--- src/rtl/aquila_dev_xbar.sv ---
`timescale 1ns / 1ps
// aquila_dev_xbar: two-master, NS-slave device-bus interconnect.
// Master 0 is the core device port, master 1 the read-only debug fetch port.
// Each master has a one-entry pending register. Grants are round-robin on ties,
// address decode is table driven, and a transaction ends on slave ready,
// on a decode error, or when it times out.
module aquila_dev_xbar #(
    parameter int unsigned          XLEN    = 32,
    parameter int unsigned          NS      = 4,
    parameter logic [NS*XLEN-1:0]   S_BASE  = {NS{32'h0}},
    parameter logic [NS*XLEN-1:0]   S_MASK  = {NS{32'hFF00_0000}},
    parameter int unsigned          TIMEOUT = 255
) (
    input  logic                 clk_i,
    input  logic                 rst_ni,
    // master 0: core device port
    input  logic                 m0_strobe_i,
    input  logic [XLEN-1:0]      m0_addr_i,
    input  logic                 m0_we_i,
    input  logic [XLEN/8-1:0]    m0_be_i,
    input  logic [XLEN-1:0]      m0_wdata_i,
    output logic [XLEN-1:0]      m0_rdata_o,
    output logic                 m0_ready_o,
    output logic                 m0_err_o,
    // master 1: debug fetch port (read-only)
    input  logic                 m1_req_i,
    input  logic [XLEN-1:0]      m1_addr_i,
    output logic [XLEN-1:0]      m1_rdata_o,
    output logic                 m1_ready_o,
    output logic                 m1_err_o,
    // shared slave side
    output logic [NS-1:0]        s_strobe_o,
    output logic [XLEN-1:0]      s_addr_o,
    output logic                 s_we_o,
    output logic [XLEN/8-1:0]    s_be_o,
    output logic [XLEN-1:0]      s_wdata_o,
    input  logic [NS*XLEN-1:0]   s_rdata_i,
    input  logic [NS-1:0]        s_ready_i,
    output logic                 busy_o
);

    localparam int unsigned BW = XLEN / 8;
    localparam int unsigned CW = $clog2(TIMEOUT + 1);
    localparam int unsigned SW = (NS > 1) ? $clog2(NS) : 1;

    typedef enum logic [1:0] {IDLE, ISSUE, WAIT, RESP} state_t;

    typedef struct packed {
        logic [XLEN-1:0] addr;
        logic            we;
        logic [BW-1:0]   be;
        logic [XLEN-1:0] wdata;
    } req_t;

    state_t           state_q, state_d;
    logic [1:0]       pend_vld_q;
    req_t [1:0]       pend_q;
    logic [1:0]       overflow_q;
    req_t             trans_q;
    logic             gnt_q;
    logic             last_q;
    logic [SW-1:0]    sel_q;
    logic             derr_q;
    logic [CW-1:0]    cnt_q;
    logic [XLEN-1:0]  rdata_q;
    logic             err_q;

    req_t [1:0]       in_req;
    req_t [1:0]       entry;
    logic [1:0]       in_pulse;
    logic [1:0]       inflight;
    logic [1:0]       acc;
    logic [1:0]       req_eff;
    logic             tie;
    logic             grant_valid;
    logic             grant_m;
    req_t             grant_entry;
    logic             dec_hit;
    logic [SW-1:0]    dec_sel;
    logic             sel_ready;
    logic [XLEN-1:0]  sel_rdata;

    // master 1 is read-only: writes disabled, all byte lanes enabled
    assign in_req[0] = '{addr: m0_addr_i, we: m0_we_i, be: m0_be_i, wdata: m0_wdata_i};
    assign in_req[1] = '{addr: m1_addr_i, we: 1'b0, be: '1, wdata: '0};
    assign in_pulse  = {m1_req_i, m0_strobe_i};

    // Accept a pulse only when its master has nothing pending or in flight;
    // an idle FSM sees an accepted pulse the same cycle it arrives.
    always_comb begin
        // NOTE: every always_comb output gets a default first, so no path leaves it unassigned and no latch is inferred.
        inflight = '0;
        if (state_q != IDLE) inflight[gnt_q] = 1'b1;
        acc     = in_pulse & ~pend_vld_q & ~inflight;
        req_eff = pend_vld_q | acc;
        for (int i = 0; i < 2; i++) begin
            entry[i] = pend_vld_q[i] ? pend_q[i] : in_req[i];
        end
        tie         = &req_eff;
        // the tie pointer only moves on contended grants, so successive ties alternate
        grant_m     = tie ? ~last_q : req_eff[1];
        grant_valid = (state_q == IDLE) && (|req_eff);
        grant_entry = entry[grant_m];
    end

    // Address decode of the entry being granted; lowest matching index wins.
    always_comb begin
        dec_hit = 1'b0;
        dec_sel = '0;
        for (int i = int'(NS) - 1; i >= 0; i--) begin
            if ((grant_entry.addr & S_MASK[i*XLEN +: XLEN]) == S_BASE[i*XLEN +: XLEN]) begin
                dec_hit = 1'b1;
                dec_sel = SW'(i);
            end
        end
    end

    // Ready/read-data mux of the selected slave; other slaves are ignored.
    always_comb begin
        sel_ready = 1'b0;
        sel_rdata = '0;
        for (int i = 0; i < int'(NS); i++) begin
            if (sel_q == SW'(i)) begin
                sel_ready = s_ready_i[i];
                sel_rdata = s_rdata_i[i*XLEN +: XLEN];
            end
        end
    end

    // Per-master pending entries and sticky overflow flags.
    always_ff @(posedge clk_i or negedge rst_ni) begin
        if (!rst_ni) begin
            // NOTE: the payload is reset together with its valid bit because it is a single flop entry, not a RAM; this keeps every output at 0 after reset.
            pend_vld_q <= '0;
            pend_q     <= '0;
            overflow_q <= '0;
        end else begin
            for (int i = 0; i < 2; i++) begin
                if (grant_valid && (grant_m == 1'(i))) begin
                    pend_vld_q[i] <= 1'b0;
                end else if (acc[i]) begin
                    pend_vld_q[i] <= 1'b1;
                    pend_q[i]     <= in_req[i];
                end
                if (in_pulse[i] && !acc[i]) overflow_q[i] <= 1'b1;
            end
        end
    end

    // FSM state register.
    always_ff @(posedge clk_i or negedge rst_ni) begin
        // NOTE: sequential state uses non-blocking assignments so every flop samples pre-edge values regardless of block order.
        if (!rst_ni) state_q <= IDLE;
        else         state_q <= state_d;
    end

    // FSM next-state logic.
    always_comb begin
        state_d = state_q;
        case (state_q)
            IDLE:  if (grant_valid) state_d = ISSUE;
            ISSUE: state_d = derr_q ? RESP : WAIT;
            WAIT:  if (sel_ready || (cnt_q == CW'(TIMEOUT))) state_d = RESP;
            RESP:  state_d = IDLE;
            default: state_d = IDLE;
        endcase
    end

    // Transaction register, timeout counter and response capture.
    always_ff @(posedge clk_i or negedge rst_ni) begin
        if (!rst_ni) begin
            trans_q <= '0;
            gnt_q   <= 1'b0;
            last_q  <= 1'b0;
            sel_q   <= '0;
            derr_q  <= 1'b0;
            cnt_q   <= '0;
            rdata_q <= '0;
            err_q   <= 1'b0;
        end else begin
            case (state_q)
                IDLE: begin
                    if (grant_valid) begin
                        trans_q <= grant_entry;
                        gnt_q   <= grant_m;
                        sel_q   <= dec_sel;
                        derr_q  <= ~dec_hit;
                        cnt_q   <= '0;
                        rdata_q <= '0;
                        err_q   <= ~dec_hit;
                        if (tie) last_q <= grant_m;
                    end
                end
                WAIT: begin
                    if (sel_ready) begin
                        rdata_q <= sel_rdata;
                        err_q   <= 1'b0;
                    end else if (cnt_q == CW'(TIMEOUT)) begin
                        err_q   <= 1'b1;
                    end else begin
                        cnt_q   <= cnt_q + 1'b1;
                    end
                end
                default: ;
            endcase
        end
    end

    // One-hot slave strobe for the single ISSUE cycle of a decoded transaction.
    always_comb begin
        s_strobe_o = '0;
        if ((state_q == ISSUE) && !derr_q) begin
            for (int i = 0; i < int'(NS); i++) begin
                if (sel_q == SW'(i)) s_strobe_o[i] = 1'b1;
            end
        end
    end

    assign s_addr_o   = trans_q.addr;
    assign s_we_o     = trans_q.we;
    assign s_be_o     = trans_q.be;
    assign s_wdata_o  = trans_q.wdata;

    // responses come only from registers, never straight from the slave inputs
    assign m0_ready_o = (state_q == RESP) && !gnt_q;
    assign m1_ready_o = (state_q == RESP) &&  gnt_q;
    assign m0_rdata_o = m0_ready_o ? rdata_q : '0;
    assign m1_rdata_o = m1_ready_o ? rdata_q : '0;
    assign m0_err_o   = m0_ready_o & err_q;
    assign m1_err_o   = m1_ready_o & err_q;
    assign busy_o     = (state_q != IDLE);

endmodule

--- config.mk ---
export PLATFORM = sky130hd
export DESIGN_NAME = aquila_dev_xbar
export DESIGN_NICKNAME = d
export VERILOG_FILES = /design/src/rtl/aquila_dev_xbar.sv
export SDC_FILE = /design/constraint.sdc
export NUM_CORES = 1
export LEC_CHECK = 0
export CELL_PAD_IN_SITES_DETAIL_PLACEMENT = 2
export CELL_PAD_IN_SITES_GLOBAL_PLACEMENT = 2
export CORE_MARGIN = 10
export CORE_UTILIZATION = 25
export DETAILED_ROUTE_END_ITERATION = 10
export PLACE_DENSITY_LB_ADDON = 0.3
export RECOVER_POWER = 100
export SYNTH_ARGS = -nofsm -noshare
export SYNTH_HDL_FRONTEND = slang
export SYNTH_SLANG_ARGS = --single-unit
export TNS_END_PERCENT = 100
--- constraint.sdc ---
create_clock -name clk_i -period 1.85 [get_ports clk_i]
set_input_delay 0.37 -clock clk_i [delete_from_list [all_inputs] [get_ports clk_i]]
set_output_delay 0.37 -clock clk_i [all_outputs]
set_load 0.005 [all_outputs]
==> flow_metrics.env <==
export IMPL_rsz0062_at_grt="true"
export IMPL_ant_nets=0
export IMPL_p_leak_nw=7.51
export IMPL_drcViolationCount=0
export IMPL_hold_viol_final=0
export IMPL_drt_initial_drc_count=241
export IMPL_hpwl_um=27100
export IMPL_yosysWarnings=0
export IMPL_worstReg2RegEnd="pend_q[25]$_DFFE_PN0P_"
export IMPL_ioPinCount=379
export IMPL_grt_usage=0.163
export IMPL_pwr_share_clk=0.203
export IMPL_layout_common_cells="dfrtp_1, clkdlybuf4s50_1, nand2_1"
export IMPL_slew_headroom=0.239
export IMPL_first_pass_iters=4
export IMPL_die_y_um=223
export IMPL_power_frac_seq=0.300
export IMPL_ir_worst_vdd_mv=0.798
export IMPL_grt_start_max_net_pins=61
export IMPL_reg2reg_from="state_q[0]$_DFFE_PN0P_"
export IMPL_swShare=0.353
export IMPL_nets=1532
export IMPL_register_area_um2=5490
export IMPL_numCtsBuffers=28
export IMPL_avgSynthCellArea_um2=11.3
export IMPL_netlist_area_um2=10300
export IMPL_grt_pass1_vias=10100
export IMPL_cap_viol_max_count=0
export IMPL_ys_types=40
export IMPL_synthCells=905
export IMPL_fin_crit_sh=1.23
export IMPL_htreeDepth=1
export IMPL_skew_ns=0.0158
export IMPL_ys_ff_latch=219
export IMPL_grt_antenna_before_repair=7
export IMPL_power_frac_comb=0.498
export IMPL_grt_pass1_wl_um=63600
export IMPL_setup_tns_ns=-75.85
export IMPL_fill_cells=4202
export IMPL_top_usage_layer="met2"
export IMPL_crit_arrival_ns=2.70
export IMPL_seq_area_frac_synth=0.534
export IMPL_use_met3=0.0466
export IMPL_utilization=0.407
export IMPL_intPower_mw=17.6
export IMPL_crit_family="buffers and inverters"
export IMPL_status="complete, but fails checks"
export IMPL_tritoncts="done"
export IMPL_whs_ns=0.374
export IMPL_place_congestion=0.751
export IMPL_async_flop_share=1.00
export IMPL_setup_viol=291
export IMPL_violations="setup timing"
export IMPL_drt_wl_total_um=42000
export IMPL_path_class="flip-flop to flip-flop"
export IMPL_fin_cells=1842
export IMPL_dpl_cell_area_um2=14400
export IMPL_avgRoutedWirePerCell_um=22.8
export IMPL_syn_to_final_growth_pct=61.6
export IMPL_clock_root_buffer="clkbuf_16"
export IMPL_setup_ws_ns=-0.417
export IMPL_avgViaCountPerCell=4.73
export IMPL_clock_sinks=219
export IMPL_core_um2=40700
export IMPL_worstSkewPairLatency_ns=0.56
export IMPL_start_kind="flip-flop"
export IMPL_power_density_nw_per_um2=1640
export IMPL_synth_main_ff_cell="dfrtp_1"
export IMPL_cts_buffer_depth=3
export IMPL_rrSetupSlack_ns=-0.42
export IMPL_port_buffers=276
export IMPL_slew_viol_final=0
export IMPL_vias=8707
export IMPL_cp_required_ns=2.29
export IMPL_hold_end="rdata_q[19]$_DFFE_PN0P_"
export IMPL_clk_pin_slew_ns=0.06
export IMPL_fmax_mhz=441
export IMPL_crit_path_max_fanout=9
export IMPL_start_util=0.252
export IMPL_placedCellCount=1741
export IMPL_cp_end_kind="flip-flop"
export IMPL_critPathMaxStageDelay_ns=0.40
export IMPL_dieArea_um2=49500
export IMPL_tightest_slew_ns=1.14
export IMPL_period_minus_slack_ns=2.27
export IMPL_path_cells="buf_4 > inv_4 > ha_4 > nand2b_4 > a21oi_4 > nor2_2 > o211ai_4 > buf_12 > bufbuf_16 > mux2_2"
export IMPL_crit_buf_inv=4
export IMPL_hp_start="s_rdata_i[19]"
export IMPL_fin_area_um2=16600
export IMPL_final_common_cell="dfrtp_1"
export IMPL_use_met1=0.196
export IMPL_rows=74
export IMPL_switching_power_mw=9.61
export IMPL_grt_util_met2=0.280
export IMPL_ff2ff_path_depth=10
export IMPL_grt_overflow_total=0
export IMPL_die_w_um=223
export IMPL_multi_input_area_um2=4910
export IMPL_hp_class="input port to flip-flop"
export IMPL_synth_edff_count=0
export IMPL_holdPathStages=3
export IMPL_layout_drive_gt1_share=0.354
export IMPL_slowest_stage="dfrtp_1"
[layer usage]
metal | vias up | part of all wire
li1 | 3960 | -
met1 | 4460 | 0.43
met2 | 218 | 0.49
met3 | 55 | 0.064
met4 | 14 | 0.016
met5 | - | 0.0022
[worst register-to-register path: stages (launching register included)]
cell	delay, ns
dfrtp_1	0.40
buf_4	0.15
inv_4	0.04
ha_4	0.17
nand2b_4	0.15
a21oi_4	0.15
nor2_2	0.07
o211ai_4	0.22
buf_12	0.18
bufbuf_16	0.29
mux2_2	0.33
[through the flow]
stage / power (mW) / worst slack, ns
final: 27.2 / -0.417
after global routing: 29.0 / -0.494
after CTS: 27.3 / -0.420
after detailed placement: 19.0 / -0.500
after global placement: 18.5 / -0.458
after floorplan: 13.7 / -0.0732
[how the worst max path moves through the flow]
| stage | startpoint | endpoint | slack, ns | cells after the start |
|---|---|---|---|---|
| global placement | m1_req_i | cnt_q[3]$_DFFE_PN0P_ | -0.46 | 7 |
| detailed placement | m1_req_i | s_addr_o[2]$_DFFE_PN0N_ | -0.50 | 7 |
| CTS | state_q[1]$_DFFE_PN0P_ | m0_rdata_o[14] | -0.42 | 6 |
| global route | state_q[0]$_DFFE_PN0P_ | pend_q[25]$_DFFE_PN0P_ | -0.49 | 10 |
| finish | state_q[0]$_DFFE_PN0P_ | pend_q[25]$_DFFE_PN0P_ | -0.42 | 10 |
| floorplan | state_q[0]$_DFFE_PN0P_ | pend_q[58]$_DFFE_PN0P_ | -0.07 | 9 |
[Yosys cell counts, types with 10 or more instances]
cell type | number | area (µm²)
and2_1 | 35 | 219
and3_1 | 33 | 206
buf_2 | 34 | 170
clkbuf_1 | 27 | 101
dfrtp_1 | 219 | 5480
mux2_2 | 100 | 1130
mux2_4 | 10 | 150
mux2i_1 | 101 | 1010
nand2_1 | 151 | 567
nor2_1 | 13 | 48.8
o21ai_0 | 79 | 395
o221ai_1 | 25 | 219
[power by group through the flow]
| stage | registers (mW) | clock network [mW] | logic, mW |
|---|---|---|---|
| global route | 8.44 | 5.90 | 14.7 |
| global placement | 8.03 | 0 | 10.5 |
| detailed placement | 8.15 | 0 | 10.9 |
| finish | 8.16 | 5.52 | 13.5 |
| floorplan | 7.77 | 0 | 5.96 |
| CTS | 8.15 | 5.71 | 13.4 |
[sequential cells by signal (all words and copies together) (netlist names)]
| register | cells |
|---|---|
| cnt_q | 8 |
| derr_q | 1 |
| err_q | 1 |
| gnt_q | 1 |
| last_q | 1 |
| pend_q | 102 |
| pend_vld_q | 2 |
| rdata_q | 32 |
| s_addr_o | 32 |
| s_be_o | 4 |
| s_wdata_o | 32 |
| s_we_o | 1 |
| state_q | 2 |
[repair_timing]
action                     4_1_cts  5_1_grt
hold buffers                     1        0
setup endpoints to repair      288      346
pin swaps                       15        9
resized for setup              475       37
setup buffers                   25       14
gates cloned                    17        3
hold endpoints to repair        33        0
[logic make-up after synthesis]
kind of cell	synth area share
compound gates	0.0796
xor+xnor	0.00427
fa+ha+maj	0.00610
buf+inv	0.0327
flops	0.534
mux	0.223
other cells	0.000366
simple gates	0.120
[cell type report]
cell class,instances,area share
clock buffer,44,0.0508
clock inverter,5,0.00475
multi-input combinational,617,0.296
antenna,1,0.000151
tap,532,0.0401
timing repair buffer,419,0.276
sequential,219,0.331
inverter,5,0.00166
Note: power is estimated with default switching activity, not from simulation.
